[config.mk]
export PLATFORM = sky130hd
export DESIGN_NAME = pe_seq_ctrl
export DESIGN_NICKNAME = d
export VERILOG_FILES = /design/src/rtl/pe_pkg.sv /design/src/rtl/pe_vld_pipe.sv /design/src/rtl/pe_seq_ctrl.sv
export SDC_FILE = /design/constraint.sdc
export NUM_CORES = 1
export LEC_CHECK = 0
export CORE_MARGIN = 2
export CORE_UTILIZATION = 48
export CTS_BUF_LIST = sky130_fd_sc_hd__clkbuf_2 sky130_fd_sc_hd__clkbuf_4 sky130_fd_sc_hd__clkbuf_8
export CTS_CLUSTER_DIAMETER = 150
export CTS_CLUSTER_SIZE = 14
export DETAILED_ROUTE_END_ITERATION = 10
export PLACE_DENSITY_LB_ADDON = 0.12
export SYNTH_ARGS = -nofsm -noshare
export SYNTH_HDL_FRONTEND = slang
export SYNTH_SLANG_ARGS = --single-unit
[constraint.sdc]
create_clock -name clk -period 2.6 [get_ports clk]
set_clock_uncertainty 0.15 [all_clocks]
set_input_delay 0.52 -clock clk [delete_from_list [all_inputs] [get_ports clk]]
set_output_delay 0.52 -clock clk [all_outputs]
set_load 0.05 [all_outputs]
[src/rtl/pe_pkg.sv]
// Shared codes for the PE chain sequencer: PE modes, command codes, FSM states.
package pe_pkg;

  localparam logic [1:0] MODE_SINGLE = 2'd0;
  localparam logic [1:0] MODE_SAVE   = 2'd1;
  localparam logic [1:0] MODE_SA     = 2'd2;
  localparam logic [1:0] MODE_INIT   = 2'd3;

  localparam logic [1:0] CMD_MAC    = 2'd0;
  localparam logic [1:0] CMD_LOAD   = 2'd1;
  localparam logic [1:0] CMD_STREAM = 2'd2;
  localparam logic [1:0] CMD_NOP    = 2'd3;

  typedef enum logic [2:0] {
    ST_IDLE,
    ST_MAC,
    ST_LOAD,
    ST_STREAM,
    ST_DRAIN,
    ST_FIN
  } state_e;

  // Commands that do no PE work and go straight to FIN.
  function automatic logic cmd_short(
    input logic [1:0] c,
    input logic       len_zero
  );
    return (c == CMD_NOP) || ((c != CMD_LOAD) && len_zero);
  endfunction

endpackage

[src/rtl/pe_vld_pipe.sv]
// Enabled valid shift register tracking activate through the PE chain.
module pe_vld_pipe #(
  parameter int DEPTH = 4
) (
  input  logic clk,
  input  logic rst,
  input  logic en,
  input  logic clr,
  input  logic d,
  output logic q
);

  logic [DEPTH-1:0] sr_q;
  logic [DEPTH-1:0] sr_d;

  always_comb begin
    sr_d = sr_q;
    if (clr) begin
      sr_d = '0;
    end else if (en) begin
      sr_d    = sr_q << 1;
      sr_d[0] = d;
    end
  end

  always_ff @(posedge clk or posedge rst) begin
    if (rst) sr_q <= '0;
    else     sr_q <= sr_d;
  end

  assign q = sr_q[DEPTH-1];

endmodule

[src/rtl/pe_seq_ctrl.sv]
// Command sequencer for a daisy-chained PE array: mode/activate drive,
// operand handshake and last-PE result flagging.
module pe_seq_ctrl
  import pe_pkg::*;
#(
  parameter int N_PE  = 4,
  parameter int LEN_W = 8
) (
  input  logic             clk,
  input  logic             rst,
  input  logic             start,
  input  logic [1:0]       cmd,
  input  logic [LEN_W-1:0] len,
  input  logic             abort,
  input  logic             in_vld,
  output logic             in_rdy,
  output logic [1:0]       mode_o,
  output logic             act_o,
  output logic             out_vld,
  output logic             busy,
  output logic             done
);

  localparam int DW    = $clog2(N_PE) + 1;
  localparam int CNT_W = (LEN_W > DW) ? LEN_W : DW;
  localparam logic [CNT_W-1:0] DRAIN_LEN = CNT_W'(N_PE - 1);
  localparam logic [CNT_W-1:0] ONE       = CNT_W'(1);

  state_e           state_q, state_d;
  logic [1:0]       cmd_q, cmd_d;
  logic [CNT_W-1:0] cnt_q, cnt_d;
  logic [CNT_W-1:0] cnt_dec;
  logic             tail;
  logic             pipe_en;
  logic             pipe_clr;

  assign cnt_dec = (cnt_q != '0) ? cnt_q - ONE : cnt_q;

  always_comb begin
    state_d = state_q;
    cmd_d   = cmd_q;
    cnt_d   = cnt_q;
    mode_o  = MODE_INIT;
    act_o   = 1'b0;
    in_rdy  = 1'b0;
    out_vld = 1'b0;
    done    = 1'b0;
    unique case (state_q)
      ST_IDLE: begin
        if (start) begin
          cnt_d = CNT_W'(len);
          if (cmd_short(cmd, len == '0)) begin
            cmd_d   = CMD_NOP;
            state_d = ST_FIN;
          end else begin
            cmd_d = cmd;
            unique case (cmd)
              CMD_LOAD: state_d = ST_LOAD;
              CMD_MAC:  state_d = ST_MAC;
              default:  state_d = ST_STREAM;
            endcase
          end
        end
      end
      ST_LOAD: begin
        in_rdy = 1'b1;
        if (in_vld) begin
          mode_o  = MODE_SAVE;
          state_d = ST_FIN;
        end
      end
      ST_MAC: begin
        in_rdy = 1'b1;
        if (in_vld) begin
          mode_o = MODE_SINGLE;
          cnt_d  = cnt_dec;
          if (cnt_q <= ONE) state_d = ST_FIN;
        end
      end
      ST_STREAM: begin
        in_rdy = 1'b1;
        // Stalled cycles freeze the chain, so a held tail is not a new result.
        if (in_vld) begin
          mode_o  = MODE_SA;
          act_o   = 1'b1;
          out_vld = tail;
          cnt_d   = cnt_dec;
          if (cnt_q <= ONE) begin
            cnt_d   = DRAIN_LEN;
            state_d = (N_PE == 1) ? ST_FIN : ST_DRAIN;
          end
        end
      end
      ST_DRAIN: begin
        mode_o  = MODE_SA;
        out_vld = tail;
        cnt_d   = cnt_dec;
        if (cnt_q <= ONE) state_d = ST_FIN;
      end
      ST_FIN: begin
        done    = 1'b1;
        out_vld = (cmd_q == CMD_MAC) | tail;
        state_d = ST_IDLE;
      end
      default: state_d = ST_IDLE;
    endcase
    if (abort) begin
      state_d = ST_IDLE;
      cmd_d   = CMD_NOP;
      cnt_d   = '0;
      mode_o  = MODE_INIT;
      act_o   = 1'b0;
      in_rdy  = 1'b0;
      out_vld = 1'b0;
      done    = 1'b0;
    end
  end

  always_ff @(posedge clk or posedge rst) begin
    if (rst) begin
      state_q <= ST_IDLE;
      cmd_q   <= CMD_NOP;
      cnt_q   <= '0;
    end else begin
      state_q <= state_d;
      cmd_q   <= cmd_d;
      cnt_q   <= cnt_d;
    end
  end

  assign busy     = (state_q != ST_IDLE);
  assign pipe_en  = (mode_o != MODE_INIT);
  assign pipe_clr = abort | (state_q == ST_FIN);

  pe_vld_pipe #(
    .DEPTH (N_PE)
  ) u_pipe (
    .clk (clk),
    .rst (rst),
    .en  (pipe_en),
    .clr (pipe_clr),
    .d   (act_o),
    .q   (tail)
  );

endmodule

==> reports/metrics.yaml, run 1 <==
startpoint: "state_q[1]$_DFFE_PP0P_"
r2r-start: "cnt_q[0]$_DFFE_PP0P_"
crit_path_start_kind: "flop"
h-tree-depth: 1
status: "finished clean"
root_buffer: "clkbuf_4"
hp-class: "reg2reg"
critical_path.max_fanout: 9
yosysSeqAreaShare_pct: 36.2
wl_per_cell_um: 15.9
arrival_ps: 1760
io_pins: 22
clk_latency_ps: 310
cp-end-kind: "primary output"
clockBufferDepth: 2
period_share_pct: 93.6
cts_buffers: 3
syn-num-nets: 156
hpwl_um: 2320
fillerInstances: 191
power_density_nw_per_um2: 1150
ys_seq_elements: 17
multi_input_area_um2: 717
max_freq_mhz: 411
most-common-layout-cells: "nand2_1 (18), nor2_1 (16), dfrtp_1 (15)"
remaining_drc_errors: 0
cts_setup_buffers: 0
area_growth_pct: 30.8
synth_ff_type: "dfrtp_1"
r2r_end: "cnt_q[5]$_DFFE_PP0P_"
drv_cap: 0
mostFrequentLayoutCell: "nand2_1"
wl_um: 3090
tightestPinTransition_ps: 644
grt_util_all_layers_pct: 25.7
critPathRequiredTime_ps: 1930
r2r_cells: 8
antenna_found_initial: 0
finalHoldViolations: 0
grt_pass1_vias: 1183
port_buffers: 21
core_um2: 2280
cts_tree: "built"
p_leak_nw: 0.673
timing.reg2reg.setup_slack_ps: 240
setup_violations: 0
routabilityCongestion: 0.922
clock_sinks: 17
cts.clk_slew.worst_paths_ps: 100
grt_max_degree: 18
worstSetupPathType: "reg2out"
drive_gt1_share_pct: 19.3
synth_area_um2: 1180
finalNonFillerCells: 194
grt_remaining_overflow: 0
grt_setup_unrepaired: "false"
dp_cells: 190
ir_drop_mv: 0.736
vias: 1199
hold_start: "u_pipe.sr_q[2]$_DFFE_PP0P_"
synth.avg_cell_area_um2: 8.56
nets: 185
fin_tns_setup_ps: 0
drtIter0Drc: 66
fin_crit_ps: 2430
setup.worst_path.end: "out_vld"
syn_inst: 138
start_util_pct: 51.9
slew_headroom_pct: 57.0
ant_nets: 0
vias_per_cell: 6.18
synth_cell_types: 44
async_reset_ff_share_pct: 100
layout.area.seq_um2: 428
slew_violations: 0
grt_pass1_wl_um: 5260
die_area_um2: 2870
dr.pass1.iters: 4
die_h_um: 53.6
row_count: 17
synth-edff-count: 0
holdPathStages: 2
die_x_um: 53.6
yosysWarnings: 0
n_antenna_cell: 0
## worst min-delay path by stage
stage                                             to  slack [ps]
after floorplan                 cnt_q[0]$_DFFE_PP0P_         290
after global placement    u_pipe.sr_q[2]$_DFFE_PP0P_         310
after detailed placement  u_pipe.sr_q[0]$_DFFE_PP0P_         320
after CTS                 u_pipe.sr_q[2]$_DFFE_PP0P_         350
after global routing      u_pipe.sr_q[0]$_DFFE_PP0P_         390
final                     u_pipe.sr_q[2]$_DFFE_PP0P_         350
## cell usage after synthesis (3+ instances only)
| cell | instances | share of area, % |
|---|---|---|
| dfrtp_1 | 15 | 32 |
| nor4_1 | 3 | 1.6 |
| nand2_1 | 18 | 5.7 |
| o21ai_0 | 10 | 4.2 |
| or3_1 | 3 | 1.6 |
| nand3_1 | 4 | 1.7 |
| nor2_1 | 16 | 5.1 |
| nor3_1 | 5 | 2.1 |
| a21oi_1 | 5 | 2.1 |
| xnor2_1 | 3 | 2.2 |
| ha_1 | 3 | 3.2 |
| inv_1 | 5 | 1.6 |
| or2_2 | 3 | 1.6 |
## worst max-delay path: stages, from the launching register on
cell	delay, ps
dfrtp_1	450
buf_4	200
nor2b_2	180
nand2_1	90
nor3_1	150
o221a_2	250
buf_12	140
## metrics by stage
stage          area [µm²]  hold slack (ps)  util, %  total power [W]  setup WS (ps)
2_1_floorplan        1180              295        -          0.00125            112
3_3_place_gp         1510              315     66.5          0.00157            211
3_5_place_dp         1510              320     66.5          0.00160            187
4_1_cts              1540              348     67.8          0.00176           75.1
5_1_grt              1550              391     67.9          0.00192           40.9
6_report             1550              347     67.9          0.00178            167
## power breakdown
part	total (W)	leakage, nW	switching, W	internal, W
Sequential	0.000453	0.223	0.0000994	0.000354
Clock	0.000162	0.0184	0.0000920	0.0000704
Combinational	0.00117	0.431	0.000665	0.000501
Total	0.00178	0.673	0.000856	0.000925
## logic make-up (layout without fill, tap and decap cells)
family                   Yosys count  in the layout  synth area share, %
XOR/XNOR                           3              3                 2.22
AO/OA/AOI/OAI                     43             43                 28.6
adder cells (fa/ha/maj)            3              3                 3.18
multiplexers                       2              2                 1.80
buffers and inverters             10             38                 3.28
AND/OR/NAND/NOR                   60             60                 24.7
flip-flops                        17             17                 36.2
## final cells by class
cell class | count | share of cell area [%]
clock buffer | 4 | 1.94
inverter | 5 | 1.21
multi-input combinational | 111 | 46.4
sequential | 17 | 27.7
tap | 28 | 2.27
timing repair buffer | 29 | 20.5
## flip-flops by register name (all words and copies together), names as in the netlist
signal / cells
state_q: 3
u_pipe.sr_q: 4
cnt_q: 8
cmd_q: 2
## layer usage
metal	part of all wire [%]	wire length (µm)	vias to the layer above	GRT usage [%]
met4	1.8	55	0	9.83
li1	-	-	574	-
met2	46	1440	56	39.7
met5	0	0	-	0
met3	6.1	188	7	5.00
met1	46	1410	562	35.4
## repair_timing
| action | CTS | global route |
|---|---|---|
| gates cloned | 0 | 0 |
| resized for setup | 1 | 1 |
| hold buffers | 0 | 0 |
| endpoints found under the setup margin | 1 | 1 |
No activity file was read; power rests on OpenSTA's default activity.
==> run 2, diff against run 1 <==
--- a/config.mk
+++ b/config.mk
@@ -5,13 +5,14 @@
 export SDC_FILE = /design/constraint.sdc
 export NUM_CORES = 1
 export LEC_CHECK = 0
-export CORE_MARGIN = 2
+export CORE_MARGIN = 1.5
 export CORE_UTILIZATION = 48
 export CTS_BUF_LIST = sky130_fd_sc_hd__clkbuf_2 sky130_fd_sc_hd__clkbuf_4 sky130_fd_sc_hd__clkbuf_8
 export CTS_CLUSTER_DIAMETER = 150
 export CTS_CLUSTER_SIZE = 14
 export DETAILED_ROUTE_END_ITERATION = 10
 export PLACE_DENSITY_LB_ADDON = 0.12
+export SLEW_MARGIN = 20
 export SYNTH_ARGS = -nofsm -noshare
 export SYNTH_HDL_FRONTEND = slang
 export SYNTH_SLANG_ARGS = --single-unit
==> run 2 against run 1 <==
Net effect:
- via count is 0.33% lower
- cell count fell by 0.52%
- sequential share of layout area up 0.24 points
- non-clock buffer count down 1
- flip-flop and latch count unchanged
- critical path type unchanged
- highest routed layer unchanged
- largest power group unchanged
==> reports/metrics.yaml, run 2 (same netlist as run 1, synthesis figures left out) <==
status: "finished clean"
worst_path_max_delay_cell: "dfrtp_1"
antenna_found_initial: 0
holdBufCountCts: 0
drive_gt1_share_pct: 19.4
grt_setup_unrepaired: "false"
slew_headroom_pct: 54.6
remaining_drc_errors: 0
io_pins: 22
fillerInstances: 193
finalHoldViolations: 0
wl_per_cell_um: 15.3
p_seq_share_pct: 26.4
critical_path.max_fanout: 9
grt_remaining_overflow: 0
grt_util_all_layers_pct: 25.5
die_x_um: 52.6
tightestPinTransition_ps: 672
start_util_pct: 51.9
cts_buffers: 3
wl_um: 2960
drv_cap: 0
cts_setup_buffers: 0
p_leak_nw: 0.665
grt_pass1_vias: 1172
cts.clk_slew.worst_paths_ps: 100
fin_crit_ps: 2450
worstSetupPathType: "reg2out"
most-common-layout-cells: "nand2_1 (18), nor2_1 (16), dfrtp_1 (14), clkdlybuf4s50_1 (14), o21ai_0 (10)"
max_freq_mhz: 408
power_density_nw_per_um2: 1130
cp-end-kind: "primary output"
setup_violations: 0
netSwitchingFraction_pct: 47.8
port_buffers: 21
routabilityCongestion: 0.905
dr.pass1.iters: 4
p_sw_w: 0.000831
grt_max_degree: 18
clockBufferDepth: 2
root_buffer: "clkbuf_4"
power_frac_clock_pct: 8.4
die_h_um: 52.6
top_register: "cnt_q"
nets: 184
core_um2: 2280
intPower_w: 0.000907
ir_drop_mv: 0.726
area_growth_pct: 30.1
crit_path_start_kind: "flop"
pwr-share-comb_pct: 65.2
arrival_ps: 1780
cts_tree: "built"
hp-class: "reg2reg"
slew_violations: 0
ant_nets: 0
cp_slowest_stage_delay_ps: 450
crit_family: "simple AND/OR/NAND/NOR gates"
mostFrequentLayoutCell: "nand2_1"
path_cells: "buf_4 -> nor2b_2 -> nand2_1 -> nor3_1 -> o221a_2 -> buf_12"
period_share_pct: 94.4
grt_pass1_wl_um: 5200
fin_tns_setup_ps: 0
drtIter0Drc: 41
largest_reg_flops: 8
vias: 1195
reg_top3: "cnt_q (8), u_pipe.sr_q (4), state_q (3)"
hpwl_um: 2350
row_count: 17
n_antenna_cell: 0
critPathRequiredTime_ps: 1930
die_area_um2: 2770
h-tree-depth: 1
vias_per_cell: 6.19
cp.buffers_inverters: 2
final_util_pct: 67.5
cts_resized: 2
clk_latency_ps: 290
clock_sinks: 17
==> run 2: path summary, 6_finish.rpt <==
| kind | to | slack [ps] | start | depth (start not counted) |
|---|---|---|---|---|
| worst max-delay path | out_vld | 150 | state_q[1]$_DFFE_PP0P_ | 6 |
| worst min-delay path | u_pipe.sr_q[1]$_DFFE_PP0P_ | 340 | u_pipe.sr_q[1]$_DFFE_PP0P_ | 2 |
| worst max register to register | cnt_q[5]$_DFFE_PP0P_ | 250 | cnt_q[0]$_DFFE_PP0P_ | 8 |
| worst min register to register | u_pipe.sr_q[1]$_DFFE_PP0P_ | 340 | u_pipe.sr_q[1]$_DFFE_PP0P_ | 2 |
| max in group asynchronous | state_q[2]$_DFFE_PP0P_ | 1380 | rst | 2 |
| min in group asynchronous | cnt_q[5]$_DFFE_PP0P_ | 460 | rst | 2 |
==> run 2: cell type report <==
type | instances | area [µm²] | share of cell area [%]
Clock buffer | 3 | 22.5 | 1.47
Tap cell | 28 | 35.0 | 2.28
Inverter | 5 | 18.8 | 1.22
Clock inverter | 1 | 5.00 | 0.326
Sequential cell | 17 | 429 | 27.9
Multi-Input combinational cell | 111 | 717 | 46.7
Timing Repair Buffer | 28 | 309 | 20.1
==> run 2: metrics by stage <==
step	instances	cell area [µm²]	total power (W)	hold slack (ps)	worst slack, ps
floorplan	138	1180	0.00125	295	112
global placement	189	1510	0.00156	315	218
detailed placement	189	1510	0.00159	321	207
CTS	193	1530	0.00173	345	32.1
global route	193	1540	0.00188	385	3.80
finish	193	1540	0.00174	343	146
==> run 2: tightest hold or removal path: cells and delay by family, from the launching register on <==
family / cells / cell delay [ps]
flops: 1 / 360
simple gates: 1 / 40
compound gates: 1 / 60
==> run 2: metal layers <==
layer	up-vias	track usage [%]	wire (µm)
met4	0	8.55	48
met2	59	40.2	1380
li1	576	-	-
met5	-	0	0
met1	552	34.3	1310
met3	8	5.43	222
==> run 2: power groups by stage <==
stage | combinational [W] | sequential (W) | clock [W]
6_report | 0.00113 | 0.000459 | 0.000145
5_1_grt | 0.00124 | 0.000478 | 0.000163
4_1_cts | 0.00113 | 0.000457 | 0.000148
3_5_place_dp | 0.00113 | 0.000462 | 0
3_3_place_gp | 0.00110 | 0.000457 | 0
2_1_floorplan | 0.000829 | 0.000426 | 0
==> run 3, diff against run 2 <==
--- a/config.mk
+++ b/config.mk
@@ -5,14 +5,15 @@
 export SDC_FILE = /design/constraint.sdc
 export NUM_CORES = 1
 export LEC_CHECK = 0
+export ABC_AREA = 1
 export CORE_MARGIN = 1.5
 export CORE_UTILIZATION = 48
-export CTS_BUF_LIST = sky130_fd_sc_hd__clkbuf_2 sky130_fd_sc_hd__clkbuf_4 sky130_fd_sc_hd__clkbuf_8
+export CTS_BUF_LIST = sky130_fd_sc_hd__clkbuf_4
 export CTS_CLUSTER_DIAMETER = 150
 export CTS_CLUSTER_SIZE = 14
 export DETAILED_ROUTE_END_ITERATION = 10
 export PLACE_DENSITY_LB_ADDON = 0.12
-export SLEW_MARGIN = 20
+export SLEW_MARGIN = 40
 export SYNTH_ARGS = -nofsm -noshare
 export SYNTH_HDL_FRONTEND = slang
 export SYNTH_SLANG_ARGS = --single-unit
==> run 3 against run 2 <==
Net effect:
- cell area grew 12%
- clock-buffer cell count unchanged
- register-to-register slack improved by 550 ps
- synthesized cell count increased by 58%
- sequential power is 0.9% lower
- clock power about the same
- first-iteration DRC count is 76% higher
- largest power group unchanged
- maximum frequency is 2.1% higher
- combinational power rose by 8%
- via count increased by 18%
- die area up 16%
==> reports/metrics.yaml, run 3 <==
period_share_pct: 92.4
critical_path.max_fanout: 8
port_buffers: 21
remaining_drc_errors: 0
timing.reg2reg.setup_slack_ps: 800
n_antenna_cell: 0
cts.clk_slew.worst_paths_ps: 100
grt_util_met3_pct: 2.53
clock_sinks: 17
tightestPinTransition_ps: 675
die_h_um: 56.6
synth-edff-count: 0
cp_slowest_stage_delay_ps: 510
wl_per_cell_um: 11.6
pwr-share-comb_pct: 67.1
fin_tns_setup_ps: 0
drive_gt1_share_pct: 18.1
routabilityCongestion: 1.01
path_cells: "clkdlybuf4s50_1 -> inv_2 -> o21ai_0 -> a21oi_1 -> buf_12"
synthTopCellsByCount: "nand2_1 (72), nor2_1 (28), inv_1 (25)"
worstSetupPathType: "in2out"
cts_buffers: 3
p_sw_w: 0.000995
ir_drop_mv: 0.785
core_um2: 2730
grt_util_all_layers_pct: 22.9
netSwitchingFraction_pct: 54.5
synth_ff_type: "dfrtp_1"
dp_cells: 270
most-common-layout-cells: "nand2_1 (72), nor2_1 (28), inv_1 (25)"
ys_top_cells_by_area: "dfrtp_1 (27%), nand2_1 (20%), nor2_1 (7.6%)"
arrival_ps: 1730
slew_headroom_pct: 54.9
intPower_w: 0.000830
synth_top_area_share_pct: 27.2
synth.avg_cell_area_um2: 6.33
holdBufCountCts: 0
die_x_um: 56.6
syn_inst: 218
ys_seq_elements: 17
cp-end-kind: "primary output"
max_freq_mhz: 416
cts_setup_buffers: 0
setup_violations: 0
start_util_pct: 50.5
cts_tree: "built"
grt_pass1_vias: 1316
hp-class: "reg2reg"
mostFrequentLayoutCell: "nand2_1"
crit_path_start_kind: "input port"
reg_top3: "cnt_q (8), u_pipe.sr_q (4), state_q (3)"
clk_latency_ps: 290
fillerInstances: 237
power_density_nw_per_um2: 1060
p_seq_share_pct: 25.0
nets: 262
drv_cap: 0
finalHoldViolations: 0
p_leak_nw: 0.870
drtIter0Drc: 72
layout.area.seq_um2: 429
grt_pass1_wl_um: 5820
synth_cell_types: 24
wl_um: 3190
grt_max_degree: 18
ant_nets: 0
grtUsageMet1_pct: 32.0
cts_resized: 0
async_reset_ff_share_pct: 100
met2_usage_pct: 36.5
grt_setup_unrepaired: "false"
largest_reg_flops: 8
multi_input_area_um2: 825
place_ws_ps: 207
io_pins: 22
status: "finished clean"
setup_ws_ps: 197
slew_violations: 0
yosysWarnings: 0
vias: 1409
fin_crit_ps: 2400
row_count: 19
finalNonFillerCells: 274
top_register: "cnt_q"
power_frac_clock_pct: 8.0
vias_per_cell: 5.14
root_buffer: "clkbuf_4"
yosysSeqAreaShare_pct: 31.0
synth_area_um2: 1380
worst_path_max_delay_cell: "clkdlybuf4s50_1"
area_growth_pct: 24.3
yosysMostFrequentCell: "nand2_1"
die_area_um2: 3210
yosysTopAreaCell: "dfrtp_1"
dr.pass1.iters: 5
grt-busiest-layer: "met2"
antenna_found_initial: 0
clockBufferDepth: 2
critPathRequiredTime_ps: 1930
h-tree-depth: 1
hpwl_um: 2580
grt_remaining_overflow: 0
syn-num-nets: 236
[run 3: path summary, 6_finish.rpt]
check,from,to,depth (start not counted)
max,abort,out_vld,5
min,u_pipe.sr_q[1]$_DFFE_PP0P_,u_pipe.sr_q[2]$_DFFE_PP0P_,2
max reg2reg,cnt_q[0]$_DFFE_PP0P_,cnt_q[1]$_DFFE_PP0P_,10
min reg2reg,u_pipe.sr_q[1]$_DFFE_PP0P_,u_pipe.sr_q[2]$_DFFE_PP0P_,2
max in group asynchronous,rst,state_q[2]$_DFFE_PP0P_,2
min in group asynchronous,rst,cnt_q[4]$_DFFE_PP0P_,2
[run 3: cells by family after synthesis]
family | synth area share, %
adders and majority gates | 2.72
and+or+nand+nor | 44.0
AOI/OAI and AO/OA | 13.1
DFF | 31.0
buffers and inverters | 9.25
[run 3: critical path, delay by kind of cell]
family	cells	cell delay (ps)
compound gates	2	350
buf+inv	3	870
[run 3: power by group through the flow]
stage / Sequential (W) / Combinational, W / Clock [W]
floorplan: 0.000415 / 0.000947 / 0
global placement: 0.000458 / 0.00122 / 0
detailed placement: 0.000458 / 0.00122 / 0
CTS: 0.000453 / 0.00123 / 0.000153
global route: 0.000475 / 0.00138 / 0.000161
finish: 0.000455 / 0.00122 / 0.000146
[run 3: metal layers]
metal	vias to the layer above	wire, µm
met5	-	0
met3	2	95
met1	647	1570
met4	0	17
met2	24	1510
li1	736	-
[run 3: stage by stage]
| step | total power, W | instance area (µm²) | util (%) | hold slack (ps) |
|---|---|---|---|---|
| 2_1_floorplan | 0.00136 | 1380 | - | 295 |
| 3_3_place_gp | 0.00167 | 1690 | 61.7 | 348 |
| 3_5_place_dp | 0.00168 | 1690 | 61.7 | 365 |
| 4_1_cts | 0.00183 | 1710 | 62.7 | 383 |
| 5_1_grt | 0.00202 | 1720 | 62.7 | 397 |
| 6_report | 0.00182 | 1720 | 62.7 | 380 |
[run 3: layout make-up]
| cell class | count | area share (%) |
|---|---|---|
| clock buffers | 3 | 1.31 |
| clock inverters | 1 | 0.292 |
| inverters | 32 | 7.00 |
| multi-input cells | 168 | 48.1 |
| flip-flops and latches | 17 | 25.0 |
| well taps | 31 | 2.26 |
| repair buffers | 22 | 16.0 |
